==> src/rtl/sar_adc_responder.sv <==
// Sample-and-hold plus comparator emulator that answers a SAR controller and scores each conversion.
//  state   | meaning
//  IDLE    | waiting for a stimulus word on vin
//  GO      | start pulse issued, waiting for the controller to sample
//  TRACK   | controller sampling; held code frozen when sample drops
//  CONVERT | comparator answers trial codes until valid
//  CHECK   | one-cycle result scoring slot
module sar_adc_responder #(
  parameter int N   = 8,
  parameter int TMO = 64
) (
  input  logic         clk,
  input  logic         rst,
  input  logic [N-1:0] vin,
  input  logic         vin_valid,
  output logic         vin_ready,
  output logic         go,
  input  logic         sample,
  input  logic [N-1:0] value,
  input  logic         valid,
  input  logic [N-1:0] result,
  output logic         cmp,
  output logic [N-1:0] held,
  output logic         done,
  output logic         match,
  output logic         timeout,
  output logic [15:0]  conv_count,
  output logic [15:0]  err_count
);
  localparam int WW = (TMO > 1) ? $clog2(TMO) : 1;
  localparam logic [WW-1:0] WD_LAST = WW'(TMO - 1);

  typedef enum logic [2:0] {IDLE, GO, TRACK, CONVERT, CHECK} state_t;

  state_t        state, state_nx;
  logic [N-1:0]  trk;
  logic [WW-1:0] wd;
  logic          active, wd_hit, accept, freeze, finish;

  function automatic logic [15:0] sat_inc(input logic [15:0] c);
    return (c == 16'hFFFF) ? c : c + 16'd1;
  endfunction

  assign vin_ready = (state == IDLE);
  assign cmp       = (state == CONVERT) && (held >= value);
  assign active    = (state == GO) || (state == TRACK) || (state == CONVERT);
  // The watchdog abort overrides any sample or valid edge seen in the same cycle.
  assign wd_hit    = active && (wd == WD_LAST);
  assign accept    = (state == IDLE) && vin_valid;
  assign freeze    = (state == TRACK) && !sample && !wd_hit;
  assign finish    = (state == CONVERT) && valid && !wd_hit;

  always_ff @(posedge clk or negedge rst) begin
    if (!rst) state <= IDLE;
    else      state <= state_nx;
  end

  always_comb begin
    state_nx = state;
    case (state)
      IDLE:    if (vin_valid) state_nx = GO;
      GO:      if (sample)    state_nx = TRACK;
      TRACK:   if (!sample)   state_nx = CONVERT;
      CONVERT: if (valid)     state_nx = CHECK;
      CHECK:   state_nx = IDLE;
      default: state_nx = IDLE;
    endcase
    if (wd_hit) state_nx = IDLE;
  end

  // done/match/timeout and the counters all update on the same edge, so the
  // counts are already current in the cycle where done is high.
  always_ff @(posedge clk or negedge rst) begin
    if (!rst) begin
      go         <= 1'b0;
      done       <= 1'b0;
      timeout    <= 1'b0;
      match      <= 1'b0;
      held       <= '0;
      trk        <= '0;
      wd         <= '0;
      conv_count <= '0;
      err_count  <= '0;
    end else begin
      go      <= accept;
      done    <= wd_hit || finish;
      timeout <= wd_hit;
      if (accept) trk <= vin;
      if (accept)      wd <= '0;
      else if (active) wd <= wd + 1'b1;
      if (freeze) held <= trk;
      if (wd_hit) begin
        match     <= 1'b0;
        err_count <= sat_inc(err_count);
      end else if (finish) begin
        match      <= (result == held);
        conv_count <= sat_inc(conv_count);
        if (result != held) err_count <= sat_inc(err_count);
      end
    end
  end
endmodule

==> config.mk <==
export PLATFORM = sky130hd
export DESIGN_NAME = sar_adc_responder
export DESIGN_NICKNAME = d
export VERILOG_FILES = /design/src/rtl/sar_adc_responder.sv
export SDC_FILE = /design/constraint.sdc
export NUM_CORES = 1
export LEC_CHECK = 0
export CORE_MARGIN = 8
export CORE_UTILIZATION = 41
export CTS_CLUSTER_DIAMETER = 120
export DETAILED_ROUTE_END_ITERATION = 7
export GPL_TIMING_DRIVEN = 0
export PLACE_DENSITY = 0.68
export SLEW_MARGIN = 10
export SYNTH_ARGS = -nofsm -noshare
export SYNTH_HDL_FRONTEND = slang
export SYNTH_SLANG_ARGS = --single-unit
==> constraint.sdc <==
create_clock -name clk -period 6.45 [get_ports clk]
set_clock_uncertainty 0.15 [all_clocks]
set_input_delay 0.645 -clock clk [delete_from_list [all_inputs] [get_ports clk]]
set_output_delay 0.645 -clock clk [all_outputs]
set_load 0.005 [all_outputs]
# Word-level counts from Yosys, hierarchy flattened
# Cells that the tools add are included.
classes:
  addsub: 3
  multipliers: 0
  div_mod_pow: 0
  n_lt_le_gt_ge: 1
  eq_ne: 12
  shifts: 0
  muxes: 14
  bitwise: 2
  n_reduce_logical: 19
ops:
  columns: ["cell", "n"]
  rows:
  - ["$mux W16", 4]
  - ["$add A16 B1 Y16 const B", 2]
  - ["$eq A16 B16 Y1 const B", 2]
  - ["$mux W3", 5]
  - ["$mux W6", 2]
  - ["$pmux W3 S4", 1]
  - ["$ne A3 B3 Y1 const B", 3]
  - ["$eq A8 B8 Y1", 1]
  - ["$ge A8 B8 Y1", 1]
  - ["$ne A8 B8 Y1", 1]
  - ["$logic_and A1 B1 Y1", 7]
  - ["$add A6 B1 Y6 const B", 1]
  - ["$eq A3 B2 Y1 const B", 2]
  - ["$eq A6 B6 Y1 const B", 1]
  - ["$reduce_bool A2 Y1", 3]
  - ["$reduce_and A4 Y1", 1]
  - ["$eq A3 B1 Y1 const B", 1]
  - ["$logic_not A3 Y1", 1]
  - ["$logic_or A1 B1 Y1", 3]
  - ["$ne A3 B2 Y1 const B", 1]
  - ["$reduce_and A3 Y1", 1]
  - ["$logic_not A1 Y1", 2]
  - ["$mux W1", 2]
  - ["$not A1 Y1", 2]
  - ["$reduce_and A2 Y1", 1]
word_totals:
  ff_bits: 61
  latchBits: 0
  mem_bits_rw: 0
  mem_bits_ro: 0
  input_bits: 29
  output_inout_bits: 46
  elab_cells: 61
  memories: 0

# Depth between registers and ports, before layout
# Gate-level depths: netlist of run 1.
logic_depth:
  word_depth: 8
  mapped_depth: 9
  ltp_nobuf: 7

# Least setup slack after synthesis of run 1
# OpenSTA, ideal clock, no wires.
synth_path:
  path_type: "in2out"
  from: "input value[5]"
  to: "output cmp"
  arrival_time_ns: 1.690
  t_required_ns: 5.655
  path_slack_ns: 3.965
  path_stages: 7
  path_buffers: 0
  path_cell_list: "inv_1 ha_1 a21o_1 a21o_1 a21oi_1 o21ai_0 o21a_1"
synth_via:
  elab_chain_cells: 2
synth_rtl:
  columns: ["element", "line_no", "text"]
  rows:
  - ["start: declaration", "19", "input logic [N-1:0] value,"]
  - ["$ge A8 B8 Y1", "45", "assign cmp = (state == CONVERT) && (held >= value);"]
  - ["$logic_and A1 B1 Y1", "45", null]
  - ["end: declaration", "22", "output logic cmp,"]
# No other way between the ends.

# Worst setup path after layout of run 1
# Same ends and word-level chain as after synthesis.

==> flow_summary.toml, run 1 <==
[run_status]
status = "complete, no violations"

[yosys]
ys_ff_latch = 61
syn_area_per_cell_um2 = 11.3
primary_flip_flop_cell_chosen_by_synthesis_mapping = "sky130_fd_sc_hd__dfrtp_1"
ys.warnings.count = 0
syn_area_um2 = 3050
synth_area_leader_cell = "sky130_fd_sc_hd__dfrtp_1"
synth.top_cell.area_share = 0.500
post_synth_inst_count = 269
netlist-cell-type-count = 39
synth-seq-area-share = 0.500
async_flop_share = 1.00
count_of_flip_flops_with_a_built_in_enable_after_synthesis = 0
ys_top_cells_by_area = "sky130_fd_sc_hd__dfrtp_1 50%, sky130_fd_sc_hd__xnor2_1 10%, sky130_fd_sc_hd__mux2_2 6.6%"
synth_nets = 309

[global_route]
initial_antenna_violation_count = 0
grt-busiest-layer = "met2"
via_count_of_the_first_global_routing_pass = 2334
grt_util_all_layers = 0.136
global_route.usage.met3 = 0.0354
grt_max_degree = 62
groute.layer.met2.usage = 0.222
global_route.overflow_total = 0
globalRouteMet1Util = 0.172
grt_pass1_wl_um = 11300

[routing]
postRouteAntennaNets = 0
detail_route.first_pass.iterations = 4
remaining_drc_errors = 0
vias = 2278
drt_iter0_markers = 62
wl_per_cell_um = 14.9
post_drt_via_cell_ratio = 4.97
detail_route.wirelength_um = 6820

[setup_path]
reg_to_reg_slack_setup_ns = 4.15
crit_path_max_incr_delay_ns = 0.46
critical_path.endpoint_type = "primary output"
timing.critical_path.buf_inv = 3
worstPathCellList = "clkdlybuf4s50_1 > inv_1 > ha_1 > a21o_1 > a21o_1 > a21oi_1 > o21ai_0 > o21a_1 > clkdlybuf4s50_1"
critical_path_type = "in2out"
kind_of_launch_point_of_the_worst_setup_path = "primary input"
worstPathArrival_ns = 2.70
crit_path_max_fanout = 2
crit_family = "buffers and inverters"
timing.critical_path.slowest_stage_cell = "sky130_fd_sc_hd__clkdlybuf4s50_1"
worstPathRequired_ns = 5.65

[hold_path]
min_path_type = "in2async"

[placed_design]
place.port_buffers = 74
gp_congestion = 0.781
placed_cell_area_um2 = 3910
dp_hpwl_um = 5080

[pwr]
pwr_density_cell_nw_per_um2 = 332
max-vdd-ir-drop_uv = 168
share_of_total_power_in_sequential_cells = 0.424
net_switching_share_of_the_total_power = 0.324
netSwitchingPower_w = 0.000441
power.clock.fraction = 0.222
fin_total_pwr_w = 0.00136
p_comb_frac = 0.354
p_leak_nw = 1.78
power_report.internal_total_w = 0.000917

[sta]
fmax_mhz = 286
timing.slew.headroom = 0.502
max_slew.worst_pin.slew_ns = 0.747
final-hold-violation-count = 0
fin_crit_sh = 0.542
setup_total_negative_slack_ns = 0
final-setup-viol-count = 0
timing.final.crit_period_ns = 3.49
timing_max_transition_violations_final = 0
fin_hold_ws_ns = 0.236
grt_setup_unrepaired = "no"

[clock_tree]
postCtsSetupRepairBufs = 0
numCtsBuffers = 9
cts-resized-gates = 0
cts.sinks = 61
cts_tree = "yes"
ctsHtreeMaxLevel = 3
cts-root-buf = "sky130_fd_sc_hd__clkbuf_8"
max-clock-path-buffers = 2
holdBufCountCts = 0
insertion_delay_ns = 0.32
cts.clk_slew.worst_paths_ns = 0.07

[job]
maxCapViolations = 0

[cells_and_area]
design.final.nets = 394
layout-drive-gt1-share = 0.131
antenna_cells_inserted = 0
postLayoutCellArea_um2 = 4090
areaGrowthSynthToFinish_pct = 34.0

[floorplan]
die-height_um = 102
floorplan.rows = 31
die_w_um = 102
core_area_um2 = 7210
total_die_area_um2 = 10500
start_util = 0.423
io_count = 75
worst paths after layout:
| kind | start | to | cells past startpoint |
|---|---|---|---|
| max | value[5] | cmp | 9 |
| min | rst | go | 1 |
| max reg2reg | state[0] | held[5] | 4 |
| min reg2reg | conv_count[11] | conv_count[11] | 1 |
| max in group asynchronous | rst | trk[5] | 1 |
| min in group clk | conv_count[11] | conv_count[11] | 1 |
worst register-to-register path: cells and delay by family (launching register included):
| family | cells | cell delay, ns |
|---|---|---|
| compound gates | 1 | 0.44 |
| mux | 1 | 0.40 |
| flops | 1 | 0.36 |
| buf+inv | 1 | 0.16 |
| simple gates | 1 | 0.67 |
synth_stat cells (2+ instances only):
cell type / number
sky130_fd_sc_hd__inv_1: 12
sky130_fd_sc_hd__and3_1: 10
sky130_fd_sc_hd__nand2b_1: 3
sky130_fd_sc_hd__and2_1: 3
sky130_fd_sc_hd__xor2_1: 5
sky130_fd_sc_hd__nor2_1: 13
sky130_fd_sc_hd__nor3_1: 2
sky130_fd_sc_hd__dfrtp_1: 61
sky130_fd_sc_hd__o21a_1: 2
sky130_fd_sc_hd__a31oi_1: 3
sky130_fd_sc_hd__xnor2_1: 36
sky130_fd_sc_hd__o21ai_0: 4
sky130_fd_sc_hd__nand3_1: 12
sky130_fd_sc_hd__clkbuf_1: 3
sky130_fd_sc_hd__nand2_1: 13
sky130_fd_sc_hd__nand4_1: 22
sky130_fd_sc_hd__buf_2: 2
sky130_fd_sc_hd__and4_1: 7
sky130_fd_sc_hd__mux2i_1: 2
sky130_fd_sc_hd__a21oi_1: 3
sky130_fd_sc_hd__buf_6: 3
sky130_fd_sc_hd__ha_1: 11
sky130_fd_sc_hd__mux2_2: 18
sky130_fd_sc_hd__a211oi_1: 2
sky130_fd_sc_hd__a21o_1: 3
per-layer routing:
metal,share of wire,wire (µm)
met1,0.45,3090
met2,0.49,3340
met3,0.049,333
met4,0.0085,58
met5,0,0
cell families after synthesis:
family,after synthesis,share of synthesized area
AOI/OAI and AO/OA,20,0.0443
xor gates and xnor gates,41,0.118
adders and majority gates,11,0.0451
buffers and inverters,22,0.0402
DFF,61,0.500
muxes,20,0.0730
and+or+nand+nor,94,0.179
placed cells by master (no fill, tap or decap), types with 2 or more instances in the layout:
master	instances
sky130_fd_sc_hd__xnor2_1	36
sky130_fd_sc_hd__buf_4	2
sky130_fd_sc_hd__dfrtp_1	61
sky130_fd_sc_hd__a21o_1	3
sky130_fd_sc_hd__nand2b_1	3
sky130_fd_sc_hd__clkdlybuf4s50_1	73
sky130_fd_sc_hd__o21ai_0	4
sky130_fd_sc_hd__clkinv_2	3
sky130_fd_sc_hd__nor2_1	13
sky130_fd_sc_hd__a21oi_1	3
sky130_fd_sc_hd__ha_1	11
sky130_fd_sc_hd__mux2i_1	2
sky130_fd_sc_hd__o21a_1	2
sky130_fd_sc_hd__nand3_1	12
sky130_fd_sc_hd__nand4_1	22
sky130_fd_sc_hd__clkbuf_8	10
sky130_fd_sc_hd__clkinvlp_4	2
sky130_fd_sc_hd__buf_6	3
sky130_fd_sc_hd__nand2_1	13
sky130_fd_sc_hd__mux2_2	18
sky130_fd_sc_hd__clkbuf_1	3
sky130_fd_sc_hd__inv_1	12
sky130_fd_sc_hd__and2_1	3
sky130_fd_sc_hd__and3_1	10
sky130_fd_sc_hd__and4_1	7
sky130_fd_sc_hd__nor3_1	2
sky130_fd_sc_hd__a211oi_1	2
sky130_fd_sc_hd__a31oi_1	3
sky130_fd_sc_hd__buf_2	2
sky130_fd_sc_hd__xor2_1	5
power groups by stage:
stage | sequential, W | combinational, W | clock (W)
floorplan | 0.000564 | 0.000289 | 0
global placement | 0.000581 | 0.000480 | 0
detailed placement | 0.000583 | 0.000487 | 0
CTS | 0.000577 | 0.000489 | 0.000313
global route | 0.000593 | 0.000538 | 0.000331
finish | 0.000576 | 0.000481 | 0.000301
area by class of cell:
cell class / count / area [µm²]
Timing Repair Buffer: 74 / 738
Clock inverter: 6 / 38.8
Inverter: 12 / 45.0
Tap cell: 99 / 124
Clock buffer: 10 / 138
Sequential cell: 61 / 1530
Fill cell: 651 / 3130
Buffer: 10 / 77.6
Multi-Input combinational cell: 186 / 1400
through the flow:
step / instances / setup WS, ns / utilization
after floorplan: 269 / 3.96 / -
after global placement: 442 / 2.59 / 0.543
after detailed placement: 442 / 2.96 / 0.542
after CTS: 458 / 2.95 / 0.567
after global routing: 458 / 2.81 / 0.567
final: 458 / 2.96 / 0.567
sequential cells by signal, indices dropped and copies added, names as in the netlist:
register and cells:
match 1, trk 8, held 8, state 3, err_count 16, wd 6, go 1, conv_count 16
done 1, timeout 1
No activity file was read; power rests on OpenSTA's default activity.
==> run 2, diff against run 1 <==
==> constraint.sdc (replaced) <==
create_clock -name clk -period 3.3 [get_ports clk]
set_clock_uncertainty 0.15 [all_clocks]
set_input_delay 0.33 -clock clk [delete_from_list [all_inputs] [get_ports clk]]
set_output_delay 0.33 -clock clk [all_outputs]
set_load 0.005 [all_outputs]
==> flow_summary.toml, run 2 (synthesized netlist as in run 1, its figures left out) <==
[setup_path]
worst_r2r_path_depth = 4
crit_path_max_incr_delay_ns = 0.46
crit_family = "buffers and inverters"
worstSetupPathDepth = 9
worstPathRequired_ns = 2.82
critical_path.endpoint_type = "primary output"
timing.critical_path.slowest_stage_cell = "sky130_fd_sc_hd__clkdlybuf4s50_1"
timing.critical_path.buf_inv = 3
critical_path_type = "in2out"
worstPathCellList = "clkdlybuf4s50_1 > inv_1 > ha_1 > a21o_1 > a21o_1 > a21oi_1 > o21ai_0 > o21a_1 > clkdlybuf4s50_1"
kind_of_launch_point_of_the_worst_setup_path = "primary input"
crit_path_max_fanout = 2
worstPathArrival_ns = 2.38

[pwr]
fin_total_pwr_w = 0.00265
p_leak_nw = 1.78
netSwitchingPower_w = 0.000861
p_comb_frac = 0.355
power_report.internal_total_w = 0.00179
net_switching_share_of_the_total_power = 0.324
share_of_total_power_in_sequential_cells = 0.424
power.clock.fraction = 0.222
max-vdd-ir-drop_uv = 328
pwr_density_cell_nw_per_um2 = 648

[cells_and_area]
biggestRegsByFlops = "conv_count (16), err_count (16)"
layout_commonest_cell = "sky130_fd_sc_hd__clkdlybuf4s50_1"
antenna_cells_inserted = 0
areaGrowthSynthToFinish_pct = 34.4
design.final.nets = 395
most_frequent_cells_in_the_layout = "73 x sky130_fd_sc_hd__clkdlybuf4s50_1, 61 x sky130_fd_sc_hd__dfrtp_1, 36 x sky130_fd_sc_hd__xnor2_1, 22 x sky130_fd_sc_hd__nand4_1, 18 x sky130_fd_sc_hd__mux2_2"
final-instance-count-excl-fill = 459
layout-drive-gt1-share = 0.131
postLayoutCoreUtil = 0.568

[clock_tree]
cts-resized-gates = 0
cts.sinks = 61
postCtsSetupRepairBufs = 0
numCtsBuffers = 9
ctsHtreeMaxLevel = 3
max-clock-path-buffers = 2
cts-root-buf = "sky130_fd_sc_hd__clkbuf_8"
holdBufCountCts = 1
insertion_delay_ns = 0.32
cts.clk_slew.worst_paths_ns = 0.07
cts_tree = "yes"

[global_route]
initial_antenna_violation_count = 0
global_route.overflow_total = 0
via_count_of_the_first_global_routing_pass = 2334
grt_pass1_wl_um = 11300
grt_util_all_layers = 0.136
grt_max_degree = 62

[routing]
vias = 2281
post_drt_via_cell_ratio = 4.97
detail_route.first_pass.iterations = 4
drt_iter0_markers = 53
remaining_drc_errors = 0
detail_route.wirelength_um = 6830
wl_per_cell_um = 14.9
postRouteAntennaNets = 0

[floorplan]
total_die_area_um2 = 10500
die_w_um = 102
die-height_um = 102
io_count = 75
core_area_um2 = 7210
floorplan.rows = 31
start_util = 0.423

[placed_design]
place.port_buffers = 74
place_inst = 442
dp_hpwl_um = 5080
gp_congestion = 0.781
preCtsSetupSlack_ns = 0.435

[sta]
fin_ws_ns = 0.437
final-setup-viol-count = 0
timing.slew.headroom = 0.501
fmax_mhz = 349
fin_crit_sh = 0.867
timing_max_transition_violations_final = 0
max_slew.worst_pin.slew_ns = 0.748
grt_setup_unrepaired = "no"
timing.final.crit_period_ns = 2.86
final-hold-violation-count = 0

[hold_path]
min_path_type = "reg2reg"
hold_depth = 1

[job]
maxCapViolations = 0

[run_status]
status = "complete, no violations"
[run 2: routing by layer]
layer	wire length (µm)	up-vias	GRT usage
li1	-	1126	-
met1	3100	1107	0.172
met2	3330	42	0.222
met3	333	6	0.0354
met4	58	0	0.0406
met5	0	-	0
[run 2: cell type report]
type                       count  area (µm²)
tap                           99         124
buffer                        10        77.6
inverter                      12        45.0
clock buffer                  10         138
multi-input combinational    186        1400
sequential                    61        1530
timing repair buffer          75         748
clock inverter                 6        38.8
fill                         650        3120
[run 2: path summary, 6_finish.rpt]
kind	start	to	slack [ns]
min in group asynchronous	rst	go	0.46
max	value[5]	cmp	0.44
min	conv_count[11]	conv_count[11]	0.34
max reg2reg	state[0]	held[5]	1.00
max in group asynchronous	rst	trk[5]	2.04
min reg2reg	conv_count[11]	conv_count[11]	0.34
[run 2: per-stage QoR]
stage	cell area (µm²)	TNS [ns]	hold WS (ns)
floorplan	3050	0	-0.116
global placement	3920	-14.61	0.313
detailed placement	3910	0	0.314
CTS	4100	0	0.348
global route	4100	0	0.372
finish	4100	0	0.340
[run 2: power by group through the flow]
stage | Combinational (W) | Clock (W) | Sequential (W)
2_1_floorplan | 0.000564 | 0 | 0.00110
3_3_place_gp | 0.000938 | 0 | 0.00114
3_5_place_dp | 0.000952 | 0 | 0.00114
4_1_cts | 0.000957 | 0.000611 | 0.00113
5_1_grt | 0.00105 | 0.000647 | 0.00116
6_report | 0.000942 | 0.000588 | 0.00113
[run 2: worst reg2reg max path, delay by kind of cell, from the launching register on]
kind            cells  cell delay, ns
flops               1            0.36
compound gates      1            0.44
mux                 1            0.40
simple gates        1            0.67
buf+inv             1            0.16
==> run 3, diff against run 2 <==
--- a/config.mk
+++ b/config.mk
@@ -6,11 +6,10 @@
 export NUM_CORES = 1
 export LEC_CHECK = 0
 export CORE_MARGIN = 8
-export CORE_UTILIZATION = 41
+export CORE_UTILIZATION = 35
 export CTS_CLUSTER_DIAMETER = 120
 export DETAILED_ROUTE_END_ITERATION = 7
 export GPL_TIMING_DRIVEN = 0
-export PLACE_DENSITY = 0.68
 export SLEW_MARGIN = 10
 export SYNTH_ARGS = -nofsm -noshare
 export SYNTH_HDL_FRONTEND = slang
==> constraint.sdc (replaced) <==
create_clock -name clk -period 2.9 [get_ports clk]
set_clock_uncertainty 0.15 [all_clocks]
set_input_delay 0.29 -clock clk [delete_from_list [all_inputs] [get_ports clk]]
set_output_delay 0.29 -clock clk [all_outputs]
set_load 0.005 [all_outputs]
==> flow_summary.toml, run 3 (synthesized netlist as in run 1, its figures left out) <==
[run_status]
status = "complete, no violations"

[routing]
remaining_drc_errors = 0
post_drt_via_cell_ratio = 4.85
detail_route.first_pass.iterations = 4
vias = 2266
postRouteAntennaNets = 0
drt_iter0_markers = 55
wl_per_cell_um = 15.2
detail_route.wirelength_um = 7110

[clock_tree]
postCtsSetupRepairBufs = 0
holdBufCountCts = 1
numCtsBuffers = 9
ctsHtreeMaxLevel = 3
cts_tree = "yes"
cts-resized-gates = 0
cts.sinks = 61
cts.clk_slew.worst_paths_ns = 0.06
cts-root-buf = "sky130_fd_sc_hd__clkbuf_8"
max-clock-path-buffers = 2
insertion_delay_ns = 0.34

[floorplan]
floorplan.rows = 34
die_w_um = 109
total_die_area_um2 = 12000
io_count = 75
core_area_um2 = 8590
die-height_um = 109
start_util = 0.355

[setup_path]
critical_path.endpoint_type = "primary output"
critical_path_type = "in2out"
worstPathRequired_ns = 2.46
worstPathArrival_ns = 2.33
crit_path_max_fanout = 2
kind_of_launch_point_of_the_worst_setup_path = "primary input"

[sta]
final-hold-violation-count = 0
grt_setup_unrepaired = "no"
timing_max_transition_violations_final = 0
setup_total_negative_slack_ns = 0
fmax_mhz = 361
timing.slew.headroom = 0.479
max_slew.worst_pin.slew_ns = 0.781
final-setup-viol-count = 0
fin_crit_sh = 0.955
timing.final.crit_period_ns = 2.77
fin_hold_ws_ns = 0.334

[cells_and_area]
final-instance-count-excl-fill = 467
design.final.nets = 395
biggestRegsByFlops = "conv_count (16), err_count (16)"
areaGrowthSynthToFinish_pct = 34.8
fillers = 823
most_frequent_cells_in_the_layout = "73 x sky130_fd_sc_hd__clkdlybuf4s50_1, 61 x sky130_fd_sc_hd__dfrtp_1, 36 x sky130_fd_sc_hd__xnor2_1, 22 x sky130_fd_sc_hd__nand4_1, 18 x sky130_fd_sc_hd__mux2_2"
antenna_cells_inserted = 0
layout_commonest_cell = "sky130_fd_sc_hd__clkdlybuf4s50_1"
layout-drive-gt1-share = 0.123

[global_route]
grt_util_all_layers = 0.126
via_count_of_the_first_global_routing_pass = 2295
grt_pass1_wl_um = 11700
initial_antenna_violation_count = 0
global_route.overflow_total = 0
grt_max_degree = 62

[pwr]
p_leak_nw = 1.79
max-vdd-ir-drop_uv = 340
pwr_density_cell_nw_per_um2 = 739

[placed_design]
dp_hpwl_um = 5310
place_inst = 451
gp_congestion = 0.803
place.port_buffers = 74

[hold_path]
min_path_type = "reg2reg"

[job]
maxCapViolations = 0
## run 3: cell count changes in the layout (fill, tap and decap cells not counted), sizes merged
cell | before | now
clkinv | 4 | 1
clkinvlp | 2 | 0
clkbuf | 13 | 17
## run 3: worst paths after layout
kind | start | end | slack [ns] | depth (start not counted)
max reg2reg | state[0] | held[1] | 0.61 | 4
max in group asynchronous | rst | held[1] | 1.64 | 2
max | value[5] | cmp | 0.13 | 9
min reg2reg | trk[0] | held[0] | 0.33 | 2
min | trk[0] | held[0] | 0.33 | 2
min in group asynchronous | rst | trk[0] | 0.42 | 2
## run 3: worst max-delay path, cell delays in order
cell and delay, ns:
sky130_fd_sc_hd__clkdlybuf4s50_1 0.45, sky130_fd_sc_hd__inv_1 0.04, sky130_fd_sc_hd__ha_1 0.30, sky130_fd_sc_hd__a21o_1 0.16, sky130_fd_sc_hd__a21o_1 0.16, sky130_fd_sc_hd__a21oi_1 0.19, sky130_fd_sc_hd__o21ai_0 0.11, sky130_fd_sc_hd__o21a_1 0.18
sky130_fd_sc_hd__clkdlybuf4s50_1 0.45
## run 3: power by group
| part | internal, W | switching, W |
|---|---|---|
| clock network | 0.000375 | 0.000307 |
| logic | 0.000643 | 0.000431 |
| registers | 0.00107 | 0.000216 |
## run 3: routing by layer
| layer | global-route usage | vias up | routed length, µm |
|---|---|---|---|
| met5 | 0 | - | 0 |
| met4 | 0.0492 | 0 | 97 |
| met3 | 0.0399 | 6 | 334 |
| met2 | 0.205 | 33 | 3510 |
| met1 | 0.151 | 1102 | 3170 |
| li1 | - | 1125 | - |
## run 3: layout make-up
cell class              count  area [µm²]  share of cell area
clock inverters             1        5.00             0.00122
multi-input cells         186        1400               0.341
well taps                 108         135              0.0329
clock buffers              14         173              0.0420
flip-flops and latches     61        1530               0.371
plain buffers              10        77.6              0.0189
inverters                  12        45.0              0.0110
repair buffers             75         748               0.182
## run 3: through the flow
step                total power [W]  utilization  setup slack (ns)  instance area, µm²
floorplan                   0.00190            -             0.760                3050
global placement            0.00237        0.457            -0.632                3930
detailed placement          0.00240        0.457             0.132                3920
CTS                         0.00310        0.478             0.125                4110
global route                0.00326        0.478            0.0293                4110
finish                      0.00304        0.478             0.131                4110
==> variant: new RTL, flow settings as in run 3 <==
Put one more register stage on the output `err_count`, with the module's reset. The value now appears one clock later. The other outputs are not delayed to match.
--- a/src/rtl/sar_adc_responder.sv
+++ b/src/rtl/sar_adc_responder.sv
@@ -31,6 +31,8 @@
   localparam logic [WW-1:0] WD_LAST = WW'(TMO - 1);
 
   typedef enum logic [2:0] {IDLE, GO, TRACK, CONVERT, CHECK} state_t;
+
+  logic [15:0] err_count_s0;
 
   state_t        state, state_nx;
   logic [N-1:0]  trk;
@@ -80,7 +82,7 @@
       trk        <= '0;
       wd         <= '0;
       conv_count <= '0;
-      err_count  <= '0;
+      err_count_s0 <= '0;
     end else begin
       go      <= accept;
       done    <= wd_hit || finish;
@@ -91,13 +93,21 @@
       if (freeze) held <= trk;
       if (wd_hit) begin
         match     <= 1'b0;
-        err_count <= sat_inc(err_count);
+        err_count_s0 <= sat_inc(err_count_s0);
       end else if (finish) begin
         match      <= (result == held);
         conv_count <= sat_inc(conv_count);
-        if (result != held) err_count <= sat_inc(err_count);
+        if (result != held) err_count_s0 <= sat_inc(err_count_s0);
       end
     end
   end
+  always_ff @(posedge clk or negedge rst) begin
+    if (!rst) begin
+      err_count <= '0;
+    end else begin
+      err_count <= err_count_s0;
+    end
+  end
+
 endmodule
 
Formal check against the unedited RTL: not equivalent (Yosys sat finds a counterexample within 10 cycles, from zero or initial values and one cycle with rst low).
==> variant against run 3 <==
Synthesized area is 13% higher; first-iteration DRC count is 9.1% higher; design area rose by 12%; sequential cell count is 16 higher; routed wire length increased by 0.62%; power grew 17%; setup slack worse by 0.037 ns; global-route usage down 0.93 points; largest cell class unchanged; highest routed layer unchanged.
==> variant: results (changes against run 3) <==
[status]
outcome=completed

[placed_design]
place_ws_ns=0.09611  ; -0.03560 ns
gp_congestion=0.7936  ; -1.1%
hpwl_mm=5.343  ; +0.65%
port_buffers=74  ; unchanged

[logic_synthesis]
synth_warnings=0  ; unchanged
seq_area_frac_synth_pct=56.10  ; +6.1 points
ys_top_cells_by_area=dfrtp_1, xnor2_1, mux2_2
synth_nets=325  ; +5.2%
synthTopCellsByCount=dfrtp_1, xnor2_1, nand2_1
synth.distinct_cells=39  ; unchanged
async_reset_ff_share_pct=100.0  ; unchanged
yosysTopAreaCellShare_pct=56.10  ; +6.1 points

[hold_path]
hp-start=err_count_s0[10]$_DFFE_PN0P_
hold_class=reg2reg

[sta]
tightest_slew_ns=0.7528  ; -0.02797 ns

[final_layout]
fillers=918  ; +12%
fin_nets=412  ; +4.3%
top_regs=conv_count: 16 flops, err_count: 16 flops, err_count_s0: 16 flops
insertedDiodeCount=0  ; unchanged
drive_gt1_share_pct=12.73  ; +0.48 points

[global_routing]
grt_pass1_wl_mm=12.30  ; +5.3%
antenna_found_initial=0  ; unchanged
overflow=0  ; unchanged
grt_usage_pct=11.63  ; -0.93 points
grt_max_degree=40  ; -35%
grt_pass1_vias=2491  ; +8.5%

[route]
dr.first_iter.drc_count=60  ; +9.1%
drt-wirelength-per-cell_um=14.03  ; -7.9%
vias_per_cell=4.610  ; -5.0%
firstDrtPassIters=4  ; unchanged

[critical_path]
slowest_delay_ns=0.46
path_max_fanout=4  ; +2
crit_start=held[5]$_DFFE_PN0P_
reg2reg_from=state[0]$_DFFE_PN0P_
crit_arrival_ns=2.37  ; +0.04 ns
critPathSlowestCell=clkdlybuf4s50_1

[cts]
cts.path.max_buffers=2  ; unchanged
path_clk_slew_ns=0.09  ; +0.03 ns
cts_root_buffer=clkbuf_8
cts_setup_buffers=0  ; unchanged
clkLatencyLatePin_ns=0.34  ; about the same
cts_made_buffers=9  ; unchanged
h-tree-depth=3  ; unchanged

[power_and_ir_drop]
ir_worst_vdd_mv=0.3716  ; +9.2%
p_leak_nw=2.040  ; +14%

-- variant: changes by cell type after synthesis, moves of 3 or more --
cell             run 3  this run
dfrtp_1             61        77
nand4_1             22        13
nand2_1             13        18
xor2_1               5        10
nand4b_1             1         5
nor2_1              13        17
and3_1              10         7
inv_1               12        15
xnor2_1             36        33
-- variant: metal layers --
| layer | vias to the layer above | track usage, % | routed length [um] |
|---|---|---|---|
| met5 | - | 0 | 0 |
| met4 | 0 | 5.254 | 102 |
| met3 | 7 | 2.206 | 290 |
| met2 | 38 | 19.84 | 3529 |
| met1 | 1143 | 13.94 | 3233 |
| li1 | 1163 | - | - |
-- variant: final cells by class --
cell class / instances / share of cell area, %
sequential: 77 / 41.96
multi-input combinational: 184 / 29.97
timing repair buffer: 76 / 16.73
tap: 133 / 3.624
clock buffer: 9 / 2.698
clock inverter: 7 / 2.153
buffer: 9 / 1.635
inverter: 15 / 1.226
-- variant: kinds of logic (layout without fill, tap and decap cells) --
group           Yosys count  after routing  share of synthesized area (%)
simple gates             92             92                          15.12
flops                    77             77                          56.10
fa+ha+maj                11             11                          4.007
buf+inv                  24            116                          3.825
xor+xnor                 43             43                          10.97
mux                      17             17                          5.537
compound gates           21             21                          4.445
-- variant: worst paths after layout --
kind | cells past startpoint | slack (ns) | to
worst max-delay path | 7 | 0.09 | cmp
worst min-delay path | 0 | 0.27 | err_count[10]$_DFF_PN0_
worst max register to register | 9 | 0.56 | err_count_s0[1]$_DFFE_PN0P_
worst min register to register | 0 | 0.27 | err_count[10]$_DFF_PN0_
max in group asynchronous | 3 | 1.70 | conv_count[9]$_DFFE_PN0P_
min in group asynchronous | 2 | 0.32 | held[0]$_DFFE_PN0P_
-- variant: per-stage QoR --
stage | utilization [%] | cells | power (W) | hold slack, ns | area [um^2]
2_1_floorplan | - | 285 | 0.002172 | -0.1556 | 3435
3_3_place_gp | 45.04 | 492 | 0.002657 | 0.2550 | 4342
3_5_place_dp | 45.22 | 493 | 0.002687 | 0.1540 | 4359
4_1_cts | 47.64 | 510 | 0.003598 | 0.2736 | 4592
5_1_grt | 47.64 | 510 | 0.003796 | 0.2911 | 4592
6_report | 47.64 | 510 | 0.003545 | 0.2720 | 4592
-- variant: report_power, final --
group	internal (W)	switching [W]	total, W
sequential	0.00132	0.000213	0.00154
combinational	0.000659	0.000448	0.00111
clock	0.000489	0.000412	0.000901
-- variant: what timing repair did --
action	CTS	global route
hold endpoints to repair	38	0
setup endpoints to repair	0	0
hold buffers	1	0
resized for setup	0	0
-- variant: critical path, delay by kind of cell (launching register included) --
family | cells | cell delay, ns
buf+inv | 1 | 0.46
flops | 1 | 0.44
compound gates | 5 | 0.83
fa+ha+maj | 1 | 0.32
